<file path="src/rtl/button_conditioner.sv">
// Button conditioner: synchronises a divided sample clock and raw buttons,
// debounces each button and emits press and auto-repeat pulses.
module button_conditioner #(
  parameter int unsigned N_BTN     = 4,
  parameter int unsigned DEB_LEN   = 4,
  parameter logic [7:0]  REP_DELAY = 8'd30,
  parameter logic [7:0]  REP_RATE  = 8'd6
) (
  input  logic             clk,
  input  logic             rst_n,
  input  logic             div_clk,
  input  logic [N_BTN-1:0] btn_in,
  output logic             div_tick,
  output logic [N_BTN-1:0] btn_level,
  output logic [N_BTN-1:0] btn_pulse
);

  typedef enum logic [1:0] {RELEASED, HELD, REPEAT} state_e;

  logic               div_s1_q, div_s2_q, div_s3_q, div_tick_q;
  logic [N_BTN-1:0]   btn_s1_q, btn_s2_q;
  logic [DEB_LEN-1:0] shreg_q [N_BTN];
  logic [DEB_LEN-1:0] shreg_d [N_BTN];
  logic [N_BTN-1:0]   level_q, level_d;
  logic [N_BTN-1:0]   pulse_q, pulse_d;
  state_e             state_q [N_BTN];
  state_e             state_d [N_BTN];
  logic [7:0]         cnt_q   [N_BTN];
  logic [7:0]         cnt_d   [N_BTN];
  logic [7:0]         cnt_inc [N_BTN];
  logic [N_BTN-1:0]   rise, fall, adv, match;

  always_ff @(posedge clk or negedge rst_n) begin
    if (!rst_n) begin
      div_s1_q   <= 1'b0;
      div_s2_q   <= 1'b0;
      div_s3_q   <= 1'b0;
      div_tick_q <= 1'b0;
      btn_s1_q   <= '0;
      btn_s2_q   <= '0;
    end else begin
      div_s1_q   <= div_clk;
      div_s2_q   <= div_s1_q;
      div_s3_q   <= div_s2_q;
      div_tick_q <= div_s2_q & ~div_s3_q;
      btn_s1_q   <= btn_in;
      btn_s2_q   <= btn_s1_q;
    end
  end

  always_comb begin
    for (int unsigned i = 0; i < N_BTN; i++) begin
      shreg_d[i] = shreg_q[i];
      if (div_tick_q) shreg_d[i] = {shreg_q[i][DEB_LEN-2:0], btn_s2_q[i]};
      level_d[i] = level_q[i];
      if (&shreg_q[i])            level_d[i] = 1'b1;
      else if (shreg_q[i] == '0)  level_d[i] = 1'b0;
      rise[i] = level_d[i] & ~level_q[i];
      fall[i] = ~level_d[i] & level_q[i];
      // A tick that completes the release debounce must not advance or fire the
      // timer, so a release coinciding with a repeat match stays silent.
      adv[i]     = div_tick_q & (shreg_d[i] != '0);
      cnt_inc[i] = (cnt_q[i] == 8'hFF) ? cnt_q[i] : cnt_q[i] + 8'd1;
      case (state_q[i])
        HELD:    match[i] = adv[i] & (REP_DELAY != 8'd0) & (cnt_inc[i] == REP_DELAY);
        REPEAT:  match[i] = adv[i] & (cnt_inc[i] == REP_RATE);
        default: match[i] = 1'b0;
      endcase
      match[i] = match[i] & ~fall[i];
    end
  end

  always_ff @(posedge clk or negedge rst_n) begin
    if (!rst_n) begin
      for (int unsigned i = 0; i < N_BTN; i++) begin
        shreg_q[i] <= '0;
        state_q[i] <= RELEASED;
        cnt_q[i]   <= '0;
      end
      level_q <= '0;
      pulse_q <= '0;
    end else begin
      for (int unsigned i = 0; i < N_BTN; i++) begin
        shreg_q[i] <= shreg_d[i];
        state_q[i] <= state_d[i];
        cnt_q[i]   <= cnt_d[i];
      end
      level_q <= level_d;
      pulse_q <= pulse_d;
    end
  end

  always_comb begin
    for (int unsigned i = 0; i < N_BTN; i++) begin
      state_d[i] = state_q[i];
      cnt_d[i]   = cnt_q[i];
      case (state_q[i])
        RELEASED: begin
          if (rise[i]) begin
            state_d[i] = HELD;
            cnt_d[i]   = '0;
          end
        end
        HELD, REPEAT: begin
          if (fall[i]) begin
            state_d[i] = RELEASED;
            cnt_d[i]   = '0;
          end else if (match[i]) begin
            state_d[i] = REPEAT;
            cnt_d[i]   = '0;
          end else if (adv[i]) begin
            cnt_d[i]   = cnt_inc[i];
          end
        end
        default: begin
          state_d[i] = RELEASED;
          cnt_d[i]   = '0;
        end
      endcase
    end
  end

  always_comb begin
    for (int unsigned i = 0; i < N_BTN; i++) begin
      pulse_d[i] = ((state_q[i] == RELEASED) & rise[i]) | match[i];
    end
  end

  assign div_tick  = div_tick_q;
  assign btn_level = level_q;
  assign btn_pulse = pulse_q;

endmodule
</file>
<file path="config.mk">
export PLATFORM = sky130hd
export DESIGN_NAME = button_conditioner
export DESIGN_NICKNAME = d
export VERILOG_FILES = /design/src/rtl/button_conditioner.sv
export SDC_FILE = /design/constraint.sdc
export NUM_CORES = 1
export LEC_CHECK = 0
export BUFFER_PORTS_ARGS = -buffer_cell sky130_fd_sc_hd__buf_2
export CAP_MARGIN = 20
export CORE_UTILIZATION = 50
export DETAILED_ROUTE_END_ITERATION = 8
export GPL_TIMING_DRIVEN = 1
export PLACE_DENSITY = 0.75
export SETUP_SLACK_MARGIN = 0.5
export SYNTH_ARGS = -nofsm -noshare
export SYNTH_HDL_FRONTEND = slang
export SYNTH_SLANG_ARGS = --single-unit
</file>
<file path="constraint.sdc">
create_clock -name clk -period 2.6 [get_ports clk]
set_input_delay 0.52 -clock clk [delete_from_list [all_inputs] [get_ports clk]]
set_output_delay 0.52 -clock clk [all_outputs]
set_load 0.02 [all_outputs]
</file>
# --- Yosys cells after proc, flatten, opt, wreduce, memory -nomap -nowiden ---
# Index checks and enable logic that the tools add are counted.
op_classes:
  n_eq_ne: 32
  mul: 0
  shifts: 0
  order_cmp: 0
  add_sub_neg: 4
  bitwise_logic: 46
  mux: 56
  reduce_logical: 28
  div_mod_pow: 0
ops:
  columns: ["op", "count"]
  rows:
  - ["$mux W8", 20]
  - ["$pmux W8 S2", 4]
  - ["$add A8 B1 Y8 const B", 4]
  - ["$eq A8 B3 Y1 const B", 4]
  - ["$eq A8 B5 Y1 const B", 4]
  - ["$eq A8 B8 Y1 const B", 4]
  - ["$and A1 B1 Y1", 29]
  - ["$mux W2", 12]
  - ["$logic_not A4 Y1", 4]
  - ["$mux W4", 4]
  - ["$ne A4 B4 Y1 const B", 4]
  - ["$pmux W2 S2", 4]
  - ["$reduce_and A2 Y1", 8]
  - ["$reduce_and A4 Y1", 4]
  - ["$reduce_bool A4 Y1", 4]
  - ["$not A1 Y1", 13]
  - ["$ne A3 B3 Y1 const B", 4]
  - ["$eq A2 B1 Y1 const B", 4]
  - ["$eq A2 B2 Y1 const B", 4]
  - ["$logic_not A2 Y1", 4]
  - ["$mux W1", 8]
  - ["$ne A2 B2 Y1 const B", 4]
  - ["$pmux W1 S2", 4]
  - ["$reduce_or A2 Y1", 4]
  - ["$or A1 B1 Y1", 4]
totals:
  register_bits: 76
  ramBits: 0
  word_cells: 186
  out_inout_bits: 9
  in_bits: 7
  romBits: 0
  latchBits: 0
  n_memories: 0

# --- Logic depth before layout (Yosys ltp) ---
depth:
  word_depth: 10
  mapped_depth: 10
  mapped_depth_nobuf: 8

# --- Worst setup path before layout ---
# Ideal clock, no wire load.
synth_timing:
  kind: "register -> register"
  start: "register cnt_q[0] in the netlist's numbering"
  end: "register cnt_q[1] in the netlist's numbering"
  period_less_slack_ns: 2.206
  n_path_buf: 2
  setup_ns: 0.122
  t_required_ns: 2.478
  arrival_time_ns: 2.084
  setup_slack_ns: 0.394
  path_stages_with_launch: 9
  path_cell_list: "dfrtp_1 -> ha_1 -> buf_4 -> and3_2 -> nand4b_1 -> a211o_1 -> o41a_1 -> buf_6 -> a32o_1"
synth_via:
  elab_chain_len: 9
  elab_cells_between_ends: 15
  classes_between: "add/sub: 1; eq/ne: 4; mux: 6; bitwise: 3; reduce/logical: 1"
synth_lines:
  columns: ["element", "line_no", "rtl"]
  rows:
  - ["start: declaration", "28", "logic [7:0] cnt_q [N_BTN];"]
  - ["start signal: indexed assignment", "86", "cnt_q[i] <= cnt_d[i];"]
  - ["$add A8 B1 Y8 / $eq A8 B8 Y1 (equally long branches)", "63", "cnt_inc[i] = (cnt_q[i] == 8'hFF) ? cnt_q[i] : cnt_q[i] + 8'd1;"]
  - ["$mux W8 *", "63", null]
  - ["$eq A8 B3 Y1 / $eq A8 B5 Y1 (equally long branches)", "66, 65", null]
  - ["$and A1 B1 Y1, on equally long branches", "66, 65", null]
  - ["$pmux W1 S2", "64", "case (state_q[i])"]
  - ["$and A1 B1 Y1", "69", "match[i] = match[i] & ~fall[i];"]
  - ["$mux W8", "108", "end else if (match[i]) begin"]
  - ["$mux W8", "105", "if (fall[i]) begin"]
  - ["$pmux W8 S2", "97", "case (state_q[i])"]
# Every way passes the cells marked *; elsewhere a longest branch is shown, timed or not. The select of a mux whose other input is x is not followed.
# A chain may end at the register's enable or synchronous reset.

# --- Worst setup path in the final report ---
layout_timing:
  start: "register cnt_q[17] in the netlist's numbering"
  end: "register state_q[4] in the netlist's numbering"
layout_via:
  elab_chain_len: 8
  elab_cells_between_ends: 11
  classes_between: "add/sub: 1; eq/ne: 4; mux: 2; bitwise: 3; reduce/logical: 1"
layout_lines:
  columns: ["element", "line_no", "rtl"]
  rows:
  - ["$add A8 B1 Y8 / $eq A8 B8 Y1 (equally long branches)", "63", null]
  - ["$mux W8 *", "63", null]
  - ["$eq A8 B3 Y1 / $eq A8 B5 Y1 (equally long branches)", "66, 65", null]
  - ["$and A1 B1 Y1, on equally long branches", "66, 65", null]
  - ["$pmux W1 S2 *", "64", null]
  - ["$and A1 B1 Y1 *", "69", null]
  - ["$ne A3 B3 Y1 (no source line) *", null, null]
  - ["$reduce_and A2 Y1 (no source line) *", null, null]
  - ["end signal: indexed assignment", "85", "state_q[i] <= state_d[i];"]
  - ["end: declaration", "26", "state_e state_q [N_BTN];"]
# Every way passes the cells marked *; elsewhere a longest branch is shown, timed or not.

==> flow_summary.ini <==
[critical_path]
startpoint_type = flip-flop
cp-end-kind = flip-flop
cp_slowest_stage_delay_ns = 0.45
path_cells = and4_2 -> a21o_1 -> a2111oi_4 -> o41ai_4 -> nand2_2 -> o2bb2a_2
cp-startpoint = cnt_q[17]
cp_max_fo = 7
worstPathArrival_ns = 2.35
cp_slowest_cell = dfrtp_2
critPathRequiredTime_ns = 2.84
path_buf_inv = 0
crit_family = compound AO/OA/AOI/OAI gates
r2r-start = cnt_q[17]
crit_type = reg -> reg

[placed_design]
numPortBuffers = 15
globalplace.congestion = 0.878
place_hpwl_um = 5980

[timing]
timing.hold.ws_ns = 0.152
relSlewSlack_pct = 50.0
max_freq_mhz = 474
hold_violations = 0
setup_viol_count_final = 0
min_period_ns = 2.11
slew_viol_final = 0
finClkSkew_ns = 0.0137
worst_pin_slew_ns = 0.742
rsz0062_at_grt = true
finalSetupTns_ns = 0
timing.final.crit_share_pct = 81.1

[power]
peakVddDrop_uv = 482
p_leak_nw = 2.09
power.share.sequential_pct = 41.3
powerDensity_nw_per_um2 = 717
p_int_mw = 2.41
switching_power_mw = 1.40
comb_power_share_pct = 34.5
swShare_pct = 36.7
clockPowerShare_pct = 24.2

[floorplanning]
die-area_um2 = 9150
std_cell_rows = 33
start_util_pct = 52.6
core_region_area_um2 = 8340
die_w_um = 95.6
die_height_um = 95.6
io_pins = 16

[logic_synthesis]
ys.flop_type = dfrtp_1
synth_nets = 481
synth_edf_count = 0
ys_types = 71
async_flop_share_pct = 100
syn_inst = 462
yosysWarningCount = 0
syn-cell-area_um2 = 4380
yosysSeqAreaShare_pct = 43.4
avgSynthCellArea_um2 = 9.49
ys_ff_latch = 76

[global_route]
grt_overflow_total = 0
grt_pass1_vias = 3456
antenna_found_initial = 0
grt_max_degree = 77
grt_pass1_wl_um = 15700
grt_usage_pct = 22.0

[layout]
fill_cells = 653
final_common_cell = dfrtp_1
final_cell_mix = dfrtp_1, a21oi_1, nand2_1
seq_area_um2 = 1920
area_growth_pct = 21.0
diodes = 0
fin_nets = 515
multi_input_area_um2 = 2680
post_route_cells_drive_above_1_share_pct = 31.7

[cts]
clk_path_buf_depth = 2
clk_latency_ns = 0.36
cts_tree = yes
htree_levels = 3
cts_root_buf = clkbuf_8
clk_pin_slew_worst_paths_ns = 0.08
cts_hold_repair.buffers = 0
cts_sinks = 76
numCtsBuffers = 9

[drt]
via_per_inst = 6.41
vias = 3869
ant_nets = 0
drc = 0
wl_per_cell_um = 16.6
firstDrtPassIters = 5
routed_wl_um = 10000
drtIter0Drc = 230

[outcome]
status = finished, final reports clean

[worst_hold_path]
hp-class = in -> async

[run]
cap_violations = 0
[Yosys cell counts, types with 3 or more instances]
cell,count,share of area (%)
a41oi_1,3,0.60
o21ai_0,18,2.1
mux2i_1,4,0.91
o22ai_1,3,0.43
a31oi_1,8,1.1
a31o_2,3,0.60
and4_1,5,1.0
nor2b_1,4,0.57
and2_1,3,0.43
nand3b_1,5,0.86
buf_2,13,1.5
clkbuf_1,4,0.34
nor3_1,4,0.46
nand2_1,33,2.8
nor4_1,4,0.57
a21oi_1,51,5.8
inv_1,14,1.2
xnor2_1,4,0.80
ha_1,12,3.4
a22oi_1,4,0.68
or3_1,4,0.57
a311oi_1,4,0.80
a21o_1,3,0.51
and4b_1,3,0.68
o211ai_1,4,0.68
nor4b_1,3,0.60
mux2_2,16,4.1
o21a_1,5,0.86
a211oi_1,4,0.68
nor2_1,28,2.4
and3_1,11,1.6
o41ai_1,4,0.80
dfrtp_1,76,43
nand4_1,10,1.4
o31ai_1,4,0.68
nand3_1,30,3.4
nand2b_1,10,1.4
o2111ai_1,3,0.60
nor3b_1,3,0.51
[layer usage]
layer | share of wire (%) | global-route usage (%) | up-vias
met5 | 0 | 0 | -
met4 | 1.9 | 8.96 | 0
met3 | 4.8 | 4.31 | 21
met2 | 47 | 34.9 | 128
met1 | 46 | 29.5 | 1888
li1 | - | - | 1832
[kinds of logic (layout without fill, tap and decap cells)]
| kind of cell | count (synthesis) | after routing | synth area share [%] |
|---|---|---|---|
| buffers and inverters | 37 | 71 | 4.02 |
| muxes | 20 | 20 | 5.02 |
| AOI/OAI and AO/OA | 142 | 145 | 22.0 |
| xor gates and xnor gates | 5 | 5 | 0.999 |
| DFF | 76 | 76 | 43.4 |
| adders and majority gates | 12 | 12 | 3.42 |
| and+or+nand+nor | 170 | 170 | 21.1 |
[state kept, by name, summed over array words and instances, names as in the netlist]
register   flops
cnt_q         32
shreg_q       16
state_q        8
btn_level      4
btn_pulse      4
btn_s1_q       4
btn_s2_q       4
div_s1_q       1
div_s2_q       1
div_s3_q       1
div_tick       1
[power by group through the flow]
stage | combinational, mW | clock, mW | sequential [mW]
2_1_floorplan | 0.772 | 0 | 1.56
3_3_place_gp | 1.00 | 0 | 1.57
3_5_place_dp | 1.04 | 0 | 1.58
4_1_cts | 1.14 | 0.940 | 1.56
5_1_grt | 1.44 | 0.991 | 1.61
6_report | 1.31 | 0.922 | 1.57
[worst paths after layout]
path	endpoint	slack (ns)	cells after the start
max	state_q[4]	0.49	6
min	cnt_q[6]	0.15	2
max reg2reg	state_q[4]	0.49	6
min reg2reg	btn_s2_q[0]	0.35	0
max in group asynchronous	cnt_q[9]	2.06	2
min in group clk	btn_s1_q[0]	0.27	1
[layout make-up]
cell class / instances / share of cell area [%]
inverter: 14 / 0.990
sequential: 76 / 36.2
multi-input combinational: 352 / 50.6
clock inverter: 3 / 0.872
clock buffer: 11 / 2.85
timing repair buffer: 43 / 6.04
tap: 105 / 2.48
[what timing repair did]
item                       CTS  global route
buffers inserted             6            14
setup endpoints to repair   35            37
pin swaps                    6            13
resized for setup           27            60
gates cloned                 2             1
[through the flow]
step,setup WS [ns],std cells,instance area (µm²),utilization [%],total power [mW]
global route,0.438,604,5310,63.6,4.04
global placement,0.317,567,4550,54.6,2.57
CTS,0.474,589,4910,58.8,3.64
floorplan,0.447,462,4400,-,2.33
detailed placement,0.272,567,4550,54.6,2.62
finish,0.492,604,5310,63.6,3.81
[worst register-to-register path: stages (launching register included)]
cell       delay, ns
dfrtp_2         0.45
and4_2          0.28
a21o_1          0.21
a2111oi_4       0.41
o41ai_4         0.18
nand2_2         0.22
o2bb2a_2        0.24
No activity file was read; power rests on OpenSTA's default activity.
